--- src/rtl/ibex_rvfi_trace_buf.sv ---
// ibex_rvfi_trace_buf
//   Hardware trace capture beside ibex_top. Each RVFI retirement is packed into a
//   160-bit record, queued in a Depth-entry circular FIFO, and streamed out through
//   a one-record output register in OutW-bit valid/ready beats.
// Ports
//   clk_i, rst_ni          clock, asynchronous active-low reset
//   rvfi_*_i               retirement information from the core
//   cfg_en_i               capture enable (draining continues when low)
//   cfg_mode_i             full policy: 0 drop-new, 1 overwrite-oldest, 2 stop-on-full, 3 as 0
//   cfg_trig_en_i/_pc_i    hold off capture until a retirement at cfg_trig_pc_i
//   cfg_clr_i              synchronous flush of all state
//   trace_valid_o/ready_i  beat handshake; trace_data_o is the beat, trace_last_o ends a record
//   fill_o                 FIFO occupancy (output register excluded)
//   drop_cnt_o             saturating count of lost records
//   triggered_o, stopped_o sticky status
module ibex_rvfi_trace_buf #(
    parameter int unsigned Depth = 16,
    parameter int unsigned OutW  = 32,
    parameter int unsigned CntW  = 16
) (
    input  logic                     clk_i,
    input  logic                     rst_ni,
    input  logic                     rvfi_valid_i,
    input  logic [63:0]              rvfi_order_i,
    input  logic [31:0]              rvfi_pc_rdata_i,
    input  logic [31:0]              rvfi_insn_i,
    input  logic [4:0]               rvfi_rd_addr_i,
    input  logic [31:0]              rvfi_rd_wdata_i,
    input  logic [31:0]              rvfi_mem_addr_i,
    input  logic [3:0]               rvfi_mem_rmask_i,
    input  logic [3:0]               rvfi_mem_wmask_i,
    input  logic                     rvfi_mem_is_cap_i,
    input  logic                     rvfi_trap_i,
    input  logic                     rvfi_intr_i,
    input  logic                     cfg_en_i,
    input  logic [1:0]               cfg_mode_i,
    input  logic                     cfg_trig_en_i,
    input  logic [31:0]              cfg_trig_pc_i,
    input  logic                     cfg_clr_i,
    output logic                     trace_valid_o,
    input  logic                     trace_ready_i,
    output logic [OutW-1:0]          trace_data_o,
    output logic                     trace_last_o,
    output logic [$clog2(Depth):0]   fill_o,
    output logic [CntW-1:0]          drop_cnt_o,
    output logic                     triggered_o,
    output logic                     stopped_o
);
    localparam int unsigned RecW  = 160;
    localparam int unsigned Beats = RecW / OutW;
    localparam int unsigned AW    = $clog2(Depth);
    localparam int unsigned PW    = AW + 1;
    localparam int unsigned BW    = (Beats > 1) ? $clog2(Beats) : 1;

    typedef logic [RecW-1:0] rec_t;

    // Only the low 16 bits of the order are recorded.
    logic unused_order;
    assign unused_order = ^rvfi_order_i[63:16];

    rec_t rec;
    assign rec = {rvfi_order_i[15:0], rvfi_intr_i, rvfi_trap_i, rvfi_mem_is_cap_i,
                  rvfi_mem_wmask_i, rvfi_mem_rmask_i, rvfi_rd_addr_i, rvfi_mem_addr_i,
                  rvfi_rd_wdata_i, rvfi_insn_i, rvfi_pc_rdata_i};

    rec_t                         mem_q [Depth];
    logic [PW-1:0]                wr_ptr_q, wr_ptr_d, rd_ptr_q, rd_ptr_d;
    logic [Beats-1:0][OutW-1:0]   or_q, or_d;
    logic                         or_vld_q, or_vld_d;
    logic [BW-1:0]                beat_q, beat_d;
    logic [CntW-1:0]              drop_q, drop_d;
    logic                         trig_q, trig_d, stop_q, stop_d;

    // Pointers carry one extra wrap bit: equal means empty, differing only in the MSB means full.
    logic empty, full, accept, accept_last, pop;
    logic pc_hit, capture, room, do_write, overwrite, drop;

    assign empty       = (wr_ptr_q == rd_ptr_q);
    assign full        = (wr_ptr_q[AW] != rd_ptr_q[AW]) && (wr_ptr_q[AW-1:0] == rd_ptr_q[AW-1:0]);
    assign accept      = or_vld_q & trace_ready_i;
    assign accept_last = accept & (beat_q == BW'(Beats - 1));
    // Refill the output register when empty, or in the same edge its last beat leaves.
    assign pop         = ~empty & (~or_vld_q | accept_last);

    assign pc_hit      = (rvfi_pc_rdata_i == cfg_trig_pc_i);
    assign capture     = rvfi_valid_i & cfg_en_i & ~stop_q & (~cfg_trig_en_i | trig_q | pc_hit);
    // A pop in the same cycle frees a slot before the push is considered.
    assign room        = ~full | pop;
    assign drop        = capture & ~room;
    assign overwrite   = drop & (cfg_mode_i == 2'd1);
    assign do_write    = ~cfg_clr_i & capture & (room | overwrite);

    always_comb begin
        wr_ptr_d = wr_ptr_q;
        rd_ptr_d = rd_ptr_q;
        or_d     = or_q;
        or_vld_d = or_vld_q;
        beat_d   = beat_q;
        drop_d   = drop_q;
        trig_d   = trig_q;
        stop_d   = stop_q;
        if (cfg_clr_i) begin
            wr_ptr_d = '0;
            rd_ptr_d = '0;
            or_d     = '0;
            or_vld_d = 1'b0;
            beat_d   = '0;
            drop_d   = '0;
            trig_d   = 1'b0;
            stop_d   = 1'b0;
        end else begin
            if (do_write) wr_ptr_d = wr_ptr_q + 1'b1;
            // pop and overwrite are mutually exclusive (overwrite needs no room).
            if (pop || overwrite) rd_ptr_d = rd_ptr_q + 1'b1;
            if (drop && (drop_q != {CntW{1'b1}})) drop_d = drop_q + 1'b1;
            if (drop && (cfg_mode_i == 2'd2)) stop_d = 1'b1;
            if (rvfi_valid_i && cfg_trig_en_i && pc_hit) trig_d = 1'b1;
            if (pop) begin
                or_d     = mem_q[rd_ptr_q[AW-1:0]];
                or_vld_d = 1'b1;
                beat_d   = '0;
            end else if (accept_last) begin
                or_vld_d = 1'b0;
                beat_d   = '0;
            end else if (accept) begin
                beat_d   = beat_q + 1'b1;
            end
        end
    end

    // Storage has no reset; validity is tracked by the pointers.
    always_ff @(posedge clk_i) begin
        if (do_write) mem_q[wr_ptr_q[AW-1:0]] <= rec;
    end

    always_ff @(posedge clk_i or negedge rst_ni) begin
        if (!rst_ni) begin
            wr_ptr_q <= '0;
            rd_ptr_q <= '0;
            or_q     <= '0;
            or_vld_q <= 1'b0;
            beat_q   <= '0;
            drop_q   <= '0;
            trig_q   <= 1'b0;
            stop_q   <= 1'b0;
        end else begin
            wr_ptr_q <= wr_ptr_d;
            rd_ptr_q <= rd_ptr_d;
            or_q     <= or_d;
            or_vld_q <= or_vld_d;
            beat_q   <= beat_d;
            drop_q   <= drop_d;
            trig_q   <= trig_d;
            stop_q   <= stop_d;
        end
    end

    assign trace_valid_o = or_vld_q;
    assign trace_data_o  = or_q[beat_q];
    assign trace_last_o  = or_vld_q & (beat_q == BW'(Beats - 1));
    assign fill_o        = wr_ptr_q - rd_ptr_q;
    assign drop_cnt_o    = drop_q;
    assign triggered_o   = trig_q;
    assign stopped_o     = stop_q;

endmodule

--- config.mk ---
export PLATFORM = sky130hd
export DESIGN_NAME = ibex_rvfi_trace_buf
export DESIGN_NICKNAME = d
export VERILOG_FILES = /design/src/rtl/ibex_rvfi_trace_buf.sv
export SDC_FILE = /design/constraint.sdc
export NUM_CORES = 2
export LEC_CHECK = 0
export BUFFER_PORTS_ARGS = -buffer_cell sky130_fd_sc_hd__buf_2
export CORE_ASPECT_RATIO = 2
export CORE_MARGIN = 3
export CORE_UTILIZATION = 29
export CTS_CLUSTER_DIAMETER = 30
export DETAILED_ROUTE_END_ITERATION = 12
export PLACE_DENSITY = 0.4
export RECOVER_POWER = 25
export SLEW_MARGIN = 10
export SYNTH_ARGS = -nofsm -noshare
export SYNTH_HDL_FRONTEND = slang
export SYNTH_SLANG_ARGS = --single-unit
export TNS_END_PERCENT = 100
--- constraint.sdc ---
create_clock -name clk_i -period 10.5 [get_ports clk_i]
set_input_delay 2.625 -clock clk_i [delete_from_list [all_inputs] [get_ports clk_i]]
set_output_delay 2.625 -clock clk_i [all_outputs]
set_load 0.1 [all_outputs]
==> results.md <==
- Post-DP HPWL: 186000 um
- Die Wd: 433 um
- Largest net degree at the start of global routing: 99
- Ys Warns: 0
- Clock group share of total power: 41.7%
- Nets: 5511
- Normalized max-slew margin: between 20% and 30%
- GPL Wtd Cong: roughly 0.74
- Max Fclk: about 150 MHz
- Via count: 50900
- RSZ-0062 raised after global routing: false
- Routed WL: 327000 um
- Cell area after layout: between 100000 and 150000 um^2
- Max Buffers Root-to-Sink: 4
- Core Area: 362000 um^2
- Synth Net Count: 4973
- Post-Syn Area: 106000 um^2
- Post-synth EDFFs: 2560
- Initial drt markers: between 3000 and 4000
- Asr flop ratio synth: 6.98%
- Cell internal pwr: 24.9 mW
- Final std cells w/o fill: 10300
- Cell Pwr Density: 275 nW/um^2
- Dpl cells: 9521
- Lkg Pwr: 40.5 nW
- Hold Worst Slack: 0.524 ns
- H-tree levels: 5
- Area after DPL: 113000 um^2
- DRC Markers: 0
- VDD IR max: between 0.2 and 0.3 mV
- Final core utilization: between 30% and 40%
- Worst min-delay path endpoint: or_q[79]$_DFFE_PN0P_
- Status: complete, no violations
- P&R area growth vs syn: 21.2%
- Hold Buf Count CTS: 0
- Die area: roughly 370000 um^2
- Met3 usage: 3.02%
- CP max stage delay: roughly 1.0 ns
- Setup TNS: 0 ns
- Crit path max-delay cell type: dfrtp_2
- Ports: 306
- Die H: 860 um
- Crit-path cells: nand2b_2, o22ai_1, buf_2
- Final Critical Period: ~7 ns
- TritonRoute pass-1 iters: 5
- Crit path buf inv count: 1
- Starting Density: 29.2%
- # rows: roughly 310
- Nature of the critical path startpoint: flip-flop
- Slew @ Worst Pin: 1.20 ns
- CTS root buffer: clkbuf_16
- Met2 usage: 32.3%
- # setup viols final: 0
- Antenna violations before repair: 78
- CP Max Fanout: 36
- Final hold violation count: 0
- First-pass GRT wire length: between 400000 and 500000 um
- Cell variety after synth: 50
- Pins over their slew limit: 0
- Num CTS Buffers: 436
- CP arrival: 4.23 ns
- GRT Resource Usage Total: between 10% and 20%
- R2r endpoint: or_q[38]$_DFFE_PN0P_
- Sequential share of the synthesized area: 77.3%
- Postcts setup bufs: 0
- Ys flop type: edfxtp_1
- CP delay by family, top: flip-flops
- Flop2flop setup slack: 4.94 ns
- Crit Path Class: flip-flop to primary output
- Hold Crit Depth: 2
- CP endpoint kind: primary output
- Top post-synthesis cells by area: edfxtp_1 73%, mux4_2 17%, dfrtp_1 4.5%
- Met1 Usage GRT: between 20% and 30%
- Tcrit/Tclk final: 65.2%
- Sequential Power Share: 35.7%
- Yosys top cell area share: 72.7%
- Net switching fraction of the power: 29.4%
- Vias/cell: 4.93
- Sink Count: 2752
- Syn Inst Count: 4711
- Total gr overflow: 0
- Resize count post-CTS: 0
- Ratio of cells with drive above 1 in the final layout: 32.0%
- Area leader, netlist: edfxtp_1
- GR peak layer: met2
- Hold Path Origin: or_q[79]$_DFFE_PN0P_
- R2R depth: 8
- Antenna Nets Post-Route: 0
- Clock transition at path regs: 0.06 ns
- Syn Area/Cell: 22.4 um^2
- Number of max-cap violations: 0
- Skew final: 0.110 ns
- Yosys reg bits: 2752
- Clk Latency, worst-skew pair: around 0.98 ns
- Number of global-route vias before repair: 55700
- IO buf count: 257
- Routed WL per cell: 31.6 um
- CTS tree: built
- Net switching power: 10.4 mW
- Hold Path Class: flip-flop to flip-flop
- Critical Path RT: 7.88 ns
- Launching point of the worst reg2reg path: rd_ptr_q[1]$_DFFE_PN0P_
- Logic pwr share: 22.6%
==> layout make-up <==
cell class	count	area, um^2
Multi-Input combinational cell	1678	22900
Timing Repair Buffer	365	2520
Sequential cell	2752	81700
Tap cell	4710	5890
Antenna cell	12	30.0
Clock buffer	503	11300
Clock inverter	300	3700
Fill cell	33300	234000
Inverter	16	67.6
==> cells by family (layout without fill, tap and decap cells) <==
kind of cell | after synthesis | after routing | synth area share [%]
other | 0 | 12 | 0
flip-flops | 2752 | 2752 | 77.3
XOR/XNOR | 36 | 36 | 0.298
multiplexers | 879 | 879 | 17.8
AO/OA/AOI/OAI | 264 | 264 | 1.34
buffers and inverters | 281 | 1184 | 1.12
AND/OR/NAND/NOR | 486 | 486 | 2.00
adder cells (fa/ha/maj) | 13 | 13 | 0.161
==> worst reg2reg max path, delay by kind of cell (launching register included) <==
kind	cells	cell delay, ns
AND/OR/NAND/NOR	1	0.20
flip-flops	1	0.72
AO/OA/AOI/OAI	1	0.08
multiplexers	2	1.20
buffers and inverters	4	3.24
==> power by group through the flow <==
stage	Combinational, mW	Sequential (mW)	Clock (mW)
after floorplan	5.51	12.6	0
after global placement	8.35	12.8	0
after detailed placement	8.35	12.8	0
after CTS	8.37	12.6	15.1
after global routing	8.50	12.6	15.5
final	7.97	12.6	14.7
==> per-stage QoR <==
step	power, mW	setup WS (ns)
global placement	21.2	2.72
global route	36.6	3.49
detailed placement	21.2	2.62
floorplan	18.1	2.28
CTS	36.1	3.57
finish	35.3	3.65
==> synthesized netlist by cell type (11+ instances only) <==
master    instances
o22ai_1          32
and3_1           17
buf_4            11
xnor2_1          36
ha_1             12
nand2_1         339
nor2_1           51
a21oi_1         210
buf_2            63
mux2_2           11
mux4_2          800
edfxtp_1       2560
inv_1            15
nand3_1          16
buf_1            29
clkbuf_1        161
nand4_1          14
mux2i_1          68
dfrtp_1         192
==> layer usage <==
metal  vias to the layer above  wire length (um)
met5                         -               184
met4                        28              7930
met3                       514             15500
met2                      1226            177000
met1                     28200            126000
li1                      21000                 -
==> sequential cells by signal, summed over array words and instances (netlist names) <==
signal         flops
drop_cnt_o        16
wr_ptr_q           5
rd_ptr_q           5
triggered_o        1
stopped_o          1
mem_q           2560
or_q             160
beat_q             3
trace_valid_o      1
==> how the worst max path moves through the flow <==
stage | to | depth (start not counted) | start | slack (ns)
after floorplan | mem_q[15][0]$_DFFE_PP_ | 7 | cfg_trig_pc_i[3] | 2.28
after global placement | mem_q[8][142]$_DFFE_PP_ | 9 | rvfi_pc_rdata_i[27] | 2.72
after detailed placement | mem_q[8][142]$_DFFE_PP_ | 9 | rvfi_pc_rdata_i[27] | 2.62
after CTS | trace_data_o[31] | 3 | beat_q[1]$_DFFE_PN0P_ | 3.57
after global routing | mem_q[8][7]$_DFFE_PP_ | 9 | rvfi_pc_rdata_i[27] | 3.49
final | trace_data_o[31] | 3 | beat_q[1]$_DFFE_PN0P_ | 3.65
==> cell usage in the layout (no fill, tap or decap), drive strengths merged, types with 36 or more instances in the layout <==
cell and n:
dfrtp 192, clkbuf 608, clkinvlp 47, clkinv 148, edfxtp 2560, xnor2 36
bufinv 66, mux2i 68, a21oi 210, inv 55, nand2 339, buf 260
nor2 51, mux4 800
No activity file was read; power rests on OpenSTA's default activity.
